<file path="src/rtl/run_ctrl_if.sv">
// Bundle of run_ctrl control, load, DUT-memory and result signals.
// master = run_ctrl side, slave = environment (loader, DUT, memory, result sink).
interface run_ctrl_if;
  logic        go;
  logic        ld_valid;
  logic        ld_ready;
  logic [7:0]  ld_addr;
  logic [7:0]  ld_data;
  logic        ld_last;
  logic        dut_start;
  logic        dut_halt;
  logic [7:0]  mem_addr;
  logic [7:0]  mem_wr_data;
  logic        mem_wr_en;
  logic [7:0]  mem_rd_data;
  logic        res_valid;
  logic        res_ready;
  logic [7:0]  res_addr;
  logic [7:0]  res_data;
  logic        busy;
  logic        done;
  logic        timeout;
  logic [15:0] run_cycles;

  modport master (
    input  go, ld_valid, ld_addr, ld_data, ld_last, dut_halt, mem_rd_data, res_ready,
    output ld_ready, dut_start, mem_addr, mem_wr_data, mem_wr_en,
           res_valid, res_addr, res_data, busy, done, timeout, run_cycles
  );

  modport slave (
    output go, ld_valid, ld_addr, ld_data, ld_last, dut_halt, mem_rd_data, res_ready,
    input  ld_ready, dut_start, mem_addr, mem_wr_data, mem_wr_en,
           res_valid, res_addr, res_data, busy, done, timeout, run_cycles
  );
endinterface

</file>
<file path="src/rtl/run_ctrl.sv">
// Clear/load/run/dump sequencer around a DUT data memory.
// Optional RUN timeout is compiled in with `define RUN_CTRL_TIMEOUT_EN.
module run_ctrl #(
  parameter int DUMP_BASE      = 8,
  parameter int DUMP_LEN       = 4,
  parameter int START_HOLD     = 2,
  parameter int TIMEOUT_CYCLES = 4096
) (
  input  logic      clk,
  input  logic      reset,
  run_ctrl_if.master bus
);

  typedef enum logic [2:0] {
    S_IDLE, S_CLEAR, S_LOAD, S_START, S_RUN, S_DUMP, S_DONE
  } state_t;

  localparam logic [7:0]  BASE8     = 8'(DUMP_BASE);
  localparam logic [7:0]  LAST_IDX  = 8'(DUMP_LEN - 1);
  localparam logic [15:0] HOLD_LAST = 16'(START_HOLD - 1);

  if (START_HOLD < 1 || DUMP_LEN < 1 || DUMP_LEN > 256 || TIMEOUT_CYCLES < 1) begin : g_bad_param
    $error("run_ctrl: parameter out of range");
  end

  state_t      state, nstate;
  logic [15:0] cnt;          // clear address, start-hold count, run first-cycle flag, dump index
  logic [15:0] run_cycles_q;
  logic        first_run;
  logic        halt_ok;
  logic        to_hit;
  logic        beat_ld;
  logic        beat_res;

  assign first_run = (cnt == 16'd0);
  assign halt_ok   = !first_run && bus.dut_halt;
  assign beat_ld   = (state == S_LOAD) && bus.ld_valid;
  assign beat_res  = (state == S_DUMP) && bus.res_ready;

`ifdef RUN_CTRL_TIMEOUT_EN
  logic timeout_q;
  assign to_hit = (run_cycles_q == 16'(TIMEOUT_CYCLES - 1));
`else
  assign to_hit = 1'b0;
`endif

  // state register
  always_ff @(posedge clk) begin
    if (reset) state <= S_IDLE;
    else       state <= nstate;
  end

  // next-state logic
  always_comb begin
    nstate = state;
    case (state)
      S_IDLE:  if (bus.go) nstate = S_CLEAR;
      S_CLEAR: if (cnt[7:0] == 8'hFF) nstate = S_LOAD;
      S_LOAD:  if (beat_ld && bus.ld_last) nstate = S_START;
      S_START: if (cnt == HOLD_LAST) nstate = S_RUN;
      S_RUN:   if (halt_ok || to_hit) nstate = S_DUMP;
      S_DUMP:  if (beat_res && cnt[7:0] == LAST_IDX) nstate = S_DONE;
      S_DONE:  nstate = S_IDLE;
      default: nstate = S_IDLE;
    endcase
  end

  // cnt restarts on every state change so each state sees its own index from 0
  always_ff @(posedge clk) begin
    if (reset) begin
      cnt <= 16'd0;
    end else if (nstate != state) begin
      cnt <= 16'd0;
    end else begin
      case (state)
        S_CLEAR, S_START: cnt <= cnt + 16'd1;
        S_RUN:            cnt <= 16'd1;
        S_DUMP:           if (beat_res) cnt <= cnt + 16'd1;
        default:          cnt <= cnt;
      endcase
    end
  end

  always_ff @(posedge clk) begin
    if (reset) begin
      run_cycles_q <= 16'd0;
    end else if (state == S_IDLE && bus.go) begin
      run_cycles_q <= 16'd0;
    end else if (state == S_RUN && run_cycles_q != 16'hFFFF) begin
      run_cycles_q <= run_cycles_q + 16'd1;
    end
  end

`ifdef RUN_CTRL_TIMEOUT_EN
  // a halt seen in the same cycle as the limit wins; timeout only flags a real expiry
  always_ff @(posedge clk) begin
    if (reset)                           timeout_q <= 1'b0;
    else if (state == S_IDLE && bus.go)  timeout_q <= 1'b0;
    else if (state == S_RUN && to_hit && !halt_ok) timeout_q <= 1'b1;
  end
  assign bus.timeout = timeout_q;
`else
  assign bus.timeout = 1'b0;
`endif

  assign bus.run_cycles = run_cycles_q;

  // output decode
  always_comb begin
    bus.ld_ready    = 1'b0;
    bus.dut_start   = 1'b1;
    bus.mem_addr    = 8'd0;
    bus.mem_wr_data = 8'd0;
    bus.mem_wr_en   = 1'b0;
    bus.res_valid   = 1'b0;
    bus.res_addr    = 8'd0;
    bus.res_data    = 8'd0;
    bus.busy        = 1'b1;
    bus.done        = 1'b0;
    case (state)
      S_IDLE:  bus.busy = 1'b0;
      S_CLEAR: begin
        bus.mem_wr_en = 1'b1;
        bus.mem_addr  = cnt[7:0];
      end
      S_LOAD: begin
        bus.ld_ready    = 1'b1;
        bus.mem_wr_en   = bus.ld_valid;
        bus.mem_addr    = bus.ld_addr;
        bus.mem_wr_data = bus.ld_data;
      end
      S_START: ;
      S_RUN:   bus.dut_start = 1'b0;
      S_DUMP: begin
        bus.dut_start = 1'b0;
        bus.mem_addr  = BASE8 + cnt[7:0];
        bus.res_valid = 1'b1;
        bus.res_addr  = BASE8 + cnt[7:0];
        bus.res_data  = bus.mem_rd_data;
      end
      S_DONE:  bus.done = 1'b1;
      default: ;
    endcase
  end

`ifndef SYNTHESIS
  a_no_wr_in_dump: assert property (@(posedge clk) disable iff (reset)
    (state == S_DUMP) |-> !bus.mem_wr_en);
  a_done_pulse:    assert property (@(posedge clk) disable iff (reset)
    bus.done |=> !bus.done);
  a_start_low:     assert property (@(posedge clk) disable iff (reset)
    !bus.dut_start |-> (state == S_RUN || state == S_DUMP));
`endif

endmodule
</file>
<file path="src/flat_wrapper.sv">
// flat-port wrapper written by rule: the top's interface ports become plain ports
module run_ctrl_flat 
#(
  parameter int DUMP_BASE      = 8,
  parameter int DUMP_LEN       = 4,
  parameter int START_HOLD     = 2,
  parameter int TIMEOUT_CYCLES = 4096
)
  (clk, reset, bus_go, bus_ld_valid, bus_ld_addr, bus_ld_data, bus_ld_last, bus_dut_halt, bus_mem_rd_data, bus_res_ready, bus_ld_ready, bus_dut_start, bus_mem_addr, bus_mem_wr_data, bus_mem_wr_en, bus_res_valid, bus_res_addr, bus_res_data, bus_busy, bus_done, bus_timeout, bus_run_cycles);
  run_ctrl_if bus_i ();
  input  logic clk;
  input  logic reset;
  input wire logic [$bits(bus_i.go)-1:0] bus_go;
  input wire logic [$bits(bus_i.ld_valid)-1:0] bus_ld_valid;
  input wire logic [$bits(bus_i.ld_addr)-1:0] bus_ld_addr;
  input wire logic [$bits(bus_i.ld_data)-1:0] bus_ld_data;
  input wire logic [$bits(bus_i.ld_last)-1:0] bus_ld_last;
  input wire logic [$bits(bus_i.dut_halt)-1:0] bus_dut_halt;
  input wire logic [$bits(bus_i.mem_rd_data)-1:0] bus_mem_rd_data;
  input wire logic [$bits(bus_i.res_ready)-1:0] bus_res_ready;
  output wire logic [$bits(bus_i.ld_ready)-1:0] bus_ld_ready;
  output wire logic [$bits(bus_i.dut_start)-1:0] bus_dut_start;
  output wire logic [$bits(bus_i.mem_addr)-1:0] bus_mem_addr;
  output wire logic [$bits(bus_i.mem_wr_data)-1:0] bus_mem_wr_data;
  output wire logic [$bits(bus_i.mem_wr_en)-1:0] bus_mem_wr_en;
  output wire logic [$bits(bus_i.res_valid)-1:0] bus_res_valid;
  output wire logic [$bits(bus_i.res_addr)-1:0] bus_res_addr;
  output wire logic [$bits(bus_i.res_data)-1:0] bus_res_data;
  output wire logic [$bits(bus_i.busy)-1:0] bus_busy;
  output wire logic [$bits(bus_i.done)-1:0] bus_done;
  output wire logic [$bits(bus_i.timeout)-1:0] bus_timeout;
  output wire logic [$bits(bus_i.run_cycles)-1:0] bus_run_cycles;
  assign bus_i.go = bus_go;
  assign bus_i.ld_valid = bus_ld_valid;
  assign bus_i.ld_addr = bus_ld_addr;
  assign bus_i.ld_data = bus_ld_data;
  assign bus_i.ld_last = bus_ld_last;
  assign bus_i.dut_halt = bus_dut_halt;
  assign bus_i.mem_rd_data = bus_mem_rd_data;
  assign bus_i.res_ready = bus_res_ready;
  assign bus_ld_ready = bus_i.ld_ready;
  assign bus_dut_start = bus_i.dut_start;
  assign bus_mem_addr = bus_i.mem_addr;
  assign bus_mem_wr_data = bus_i.mem_wr_data;
  assign bus_mem_wr_en = bus_i.mem_wr_en;
  assign bus_res_valid = bus_i.res_valid;
  assign bus_res_addr = bus_i.res_addr;
  assign bus_res_data = bus_i.res_data;
  assign bus_busy = bus_i.busy;
  assign bus_done = bus_i.done;
  assign bus_timeout = bus_i.timeout;
  assign bus_run_cycles = bus_i.run_cycles;
  run_ctrl #(.DUMP_BASE(DUMP_BASE), .DUMP_LEN(DUMP_LEN), .START_HOLD(START_HOLD), .TIMEOUT_CYCLES(TIMEOUT_CYCLES)) u_core (.clk(clk), .reset(reset), .bus(bus_i));
endmodule
</file>
<file path="config.mk">
export PLATFORM = sky130hd
export DESIGN_NAME = run_ctrl_flat
export DESIGN_NICKNAME = d
export VERILOG_FILES = /design/src/rtl/run_ctrl_if.sv /design/src/rtl/run_ctrl.sv /design/src/flat_wrapper.sv
export SDC_FILE = /design/constraint.sdc
export NUM_CORES = 1
export LEC_CHECK = 0
export CAP_MARGIN = 20
export CELL_PAD_IN_SITES_DETAIL_PLACEMENT = 0
export CELL_PAD_IN_SITES_GLOBAL_PLACEMENT = 1
export CORE_UTILIZATION = 32
export CTS_BUF_LIST = sky130_fd_sc_hd__clkbuf_8
export DETAILED_ROUTE_END_ITERATION = 8
export GPL_ROUTABILITY_DRIVEN = 0
export MAX_ROUTING_LAYER = met4
export PLACE_DENSITY = 0.8
export SETUP_SLACK_MARGIN = 0.3
export SLEW_MARGIN = 5
export SYNTH_ARGS = -nofsm -noshare
export SYNTH_HDL_FRONTEND = slang
export SYNTH_SLANG_ARGS = --single-unit
</file>
<file path="constraint.sdc">
create_clock -name clk -period 2.2 [get_ports clk]
set_clock_uncertainty 0.05 [all_clocks]
set_input_delay 0.44 -clock clk [delete_from_list [all_inputs] [get_ports clk]]
set_output_delay 0.44 -clock clk [all_outputs]
set_load 0.05 [all_outputs]
</file>
==> impl_metrics.py <==
metrics = {
    "run_status": {
        "status": "completed",
    },
    "detailed_routing": {
        "drcViolationCount": 0,
        "wl_per_cell_um": 14.9,
        "drtAntennaViolNets": 0,
        "drtIter0Drc": 151,
        "vias": 2641,
        "avgViaCountPerCell": 5.09,
        "wl_um": 7740,
        "drt_first_pass_iters": 4,
    },
    "global_route": {
        "grt_overflow": 0,
        "grt_pass1_vias": 2471,
        "grtUsageTotal": 0.213,
        "grt_pass1_wl_um": 12100,
        "antenna_found_initial": 0,
        "grt_max_degree": 17,
    },
    "place": {
        "io_buffers": 84,
        "place_ws_ps": 187,
        "place_hpwl_um": 5300,
    },
    "setup_path": {
        "cpLargestDelayFamily": "flip-flops",
        "slowest_stage": "dfxtp_4",
        "worst-path-buf-inv": 2,
        "cp_max_fo": 3,
        "cp.required_ps": 1710,
        "crit_path_start_kind": "flip-flop",
        "slowest_delay_ps": 380,
        "cp-end-kind": "output port",
        "worstPathArrival_ps": 1520,
        "crit_chain": "ha_4 -> nand3_2 -> buf_6 -> xor2_2 -> nor2_4 -> buf_12",
        "worstSetupPathType": "reg2out",
    },
    "timing": {
        "hold_viol_final": 0,
        "worstMarginPinSlew_ps": 631,
        "setup_tns_ps": 0,
        "final_max_slew_viol_count": 0,
        "whs_ps": 408,
        "finalCriticalPeriod_ps": 2010,
        "setup_slack_ps": 192,
        "rsz0062_at_grt": "true",
        "max_freq_mhz": 498,
        "slew_headroom": 0.573,
        "post-route-period-util": 0.913,
        "setup_viol_count_final": 0,
    },
    "clock_tree": {
        "cts_tree": "yes",
        "clk_latency_ps": 290,
        "clock-sinks": 35,
        "cts_root_buffer": "clkbuf_8",
        "htree_levels": 2,
        "cts_made_buffers": 5,
        "cts_buffer_depth": 2,
        "path_clk_slew_ps": 80,
    },
    "yosys": {
        "async_flop_share": 0,
        "synth_edf_count": 0,
        "ys_ff_latch": 35,
        "syn_area_mm2": 0.00227,
        "synth_top_area_frac": 0.309,
        "yosysUniqueCellTypes": 44,
        "yosysWarnings": 0,
        "synth_area_per_cell_um2": 7.53,
        "syn_inst": 301,
        "synth.most_common_cell": "nor2_1",
        "yosys-top-cells-count": "44 x nor2_1, 35 x dfxtp_1, 26 x nand2_1",
        "ys.flop_type": "dfxtp_1",
        "syn_nets": 337,
        "synth-seq-area-share": 0.309,
        "synthTopCellsByArea": "dfxtp_1 31%, xnor2_1 8.1%, nor2_1 7.3%",
        "synth_top_area_cell": "dfxtp_1",
    },
    "layout": {
        "drive_gt1_frac": 0.430,
        "final_net_count": 458,
        "antenna_cells": 0,
        "areaGrowthSynthToFinish_pct": 87.9,
        "fill_cells": 566,
    },
    "power_and_ir_drop": {
        "total_power_mw": 1.55,
        "peakVddDrop_mv": 0.273,
        "power.leakage_nw": 1.63,
        "pwr_density_cell_mw_per_mm2": 364,
    },
    "floorplan": {
        "dieArea_mm2": 0.00742,
        "initial_core_util": 0.332,
        "coreArea_mm2": 0.00683,
        "io_pins": 86,
        "row_count": 30,
        "die_h_um": 86.2,
        "die_x_um": 86.2,
    },
    "hold_path": {
        "min_path_type": "reg2reg",
    },
    "job": {
        "maxCapViolations": 0,
    },
}
## flip-flops by register name (all words and copies together), names as in the netlist
signal	flops
u_core.bus.run_cycles	16
u_core.cnt	16
u_core.state	3
## metrics by stage
step,utilization,instances,instance area [µm²]
final,0.623,519,4260
after global routing,0.623,519,4260
after CTS,0.606,512,4140
after detailed placement,0.532,483,3630
after global placement,0.532,483,3630
after floorplan,-,301,2430
## cell type report
cell class	instances	area [µm²]	area share
Clock buffer	5	68.8	0.0162
Clock inverter	3	63.8	0.0150
Inverter	7	33.8	0.00793
Multi-Input combinational cell	238	1750	0.412
Sequential cell	35	743	0.175
Tap cell	96	120	0.0282
Timing Repair Buffer	135	1470	0.346
## path summary, 6_finish.rpt
check	startpoint	to	slack, ps	cells past startpoint
worst max-delay path	u_core.cnt[3]$_SDFFE_PP0P_	bus_res_addr[7]	190	6
worst min-delay path	u_core.bus.run_cycles[15]$_SDFFE_PP0P_	u_core.bus.run_cycles[15]$_SDFFE_PP0P_	410	1
worst max register to register	u_core.cnt[3]$_SDFFE_PP0P_	u_core.cnt[4]$_SDFFE_PP0P_	240	7
worst min register to register	u_core.bus.run_cycles[15]$_SDFFE_PP0P_	u_core.bus.run_cycles[15]$_SDFFE_PP0P_	410	1
## routing by layer
layer	up-vias	part of all wire	routed length [µm]	global-route usage
li1	1296	-	-	-
met1	1221	0.42	3270	0.246
met2	109	0.49	3800	0.375
met3	15	0.064	497	0.0385
met4	0	0.022	168	0.0636
met5	-	0	0	-
## report_power, final
| part | switching (mW) | internal [mW] |
|---|---|---|
| Sequential | 0.00524 | 0.630 |
| Clock | 0.248 | 0.449 |
| Combinational | 0.102 | 0.116 |
## layout by cell type, fill, tap and decap left out, drive strengths merged, types with 2 or more instances in the layout
| cell type | Yosys | final |
|---|---|---|
| buf | 6 | 89 |
| nor2 | 44 | 44 |
| dfxtp | 35 | 35 |
| clkdlybuf4s50 | 0 | 30 |
| nand2 | 26 | 26 |
| xnor2 | 21 | 21 |
| and3 | 21 | 21 |
| dlygate4sd2 | 0 | 16 |
| nand4 | 14 | 14 |
| nand3 | 14 | 14 |
| nor4 | 12 | 12 |
| nor3 | 12 | 12 |
| xor2 | 10 | 10 |
| o21ai | 10 | 10 |
| a21oi | 7 | 7 |
| inv | 7 | 6 |
| clkbuf | 15 | 5 |
| ha | 5 | 5 |
| or3 | 5 | 5 |
| nand2b | 4 | 4 |
| or2 | 3 | 3 |
| or4 | 3 | 3 |
| a31oi | 3 | 3 |
| nor2b | 3 | 3 |
| nor3b | 3 | 3 |
| clkinvlp | 0 | 2 |
| and2 | 2 | 2 |
| mux2i | 2 | 2 |
| bufinv | 0 | 2 |
## cell families after synthesis
kind of cell	count (synthesis)	share of synthesized area
and+or+nand+nor	173	0.411
DFF	35	0.309
xor gates and xnor gates	31	0.120
buffers and inverters	28	0.0525
AOI/OAI and AO/OA	26	0.0690
adders and majority gates	5	0.0276
muxes	2	0.00884
other	1	0.00165
## repair_timing
action	in CTS	in global routing
cloned	0	0
hold buffers	0	0
gates resized for setup	73	15
pin swaps	21	10
setup buffers	21	7
endpoints found under the setup margin	73	57
No activity file was read; power rests on OpenSTA's default activity.
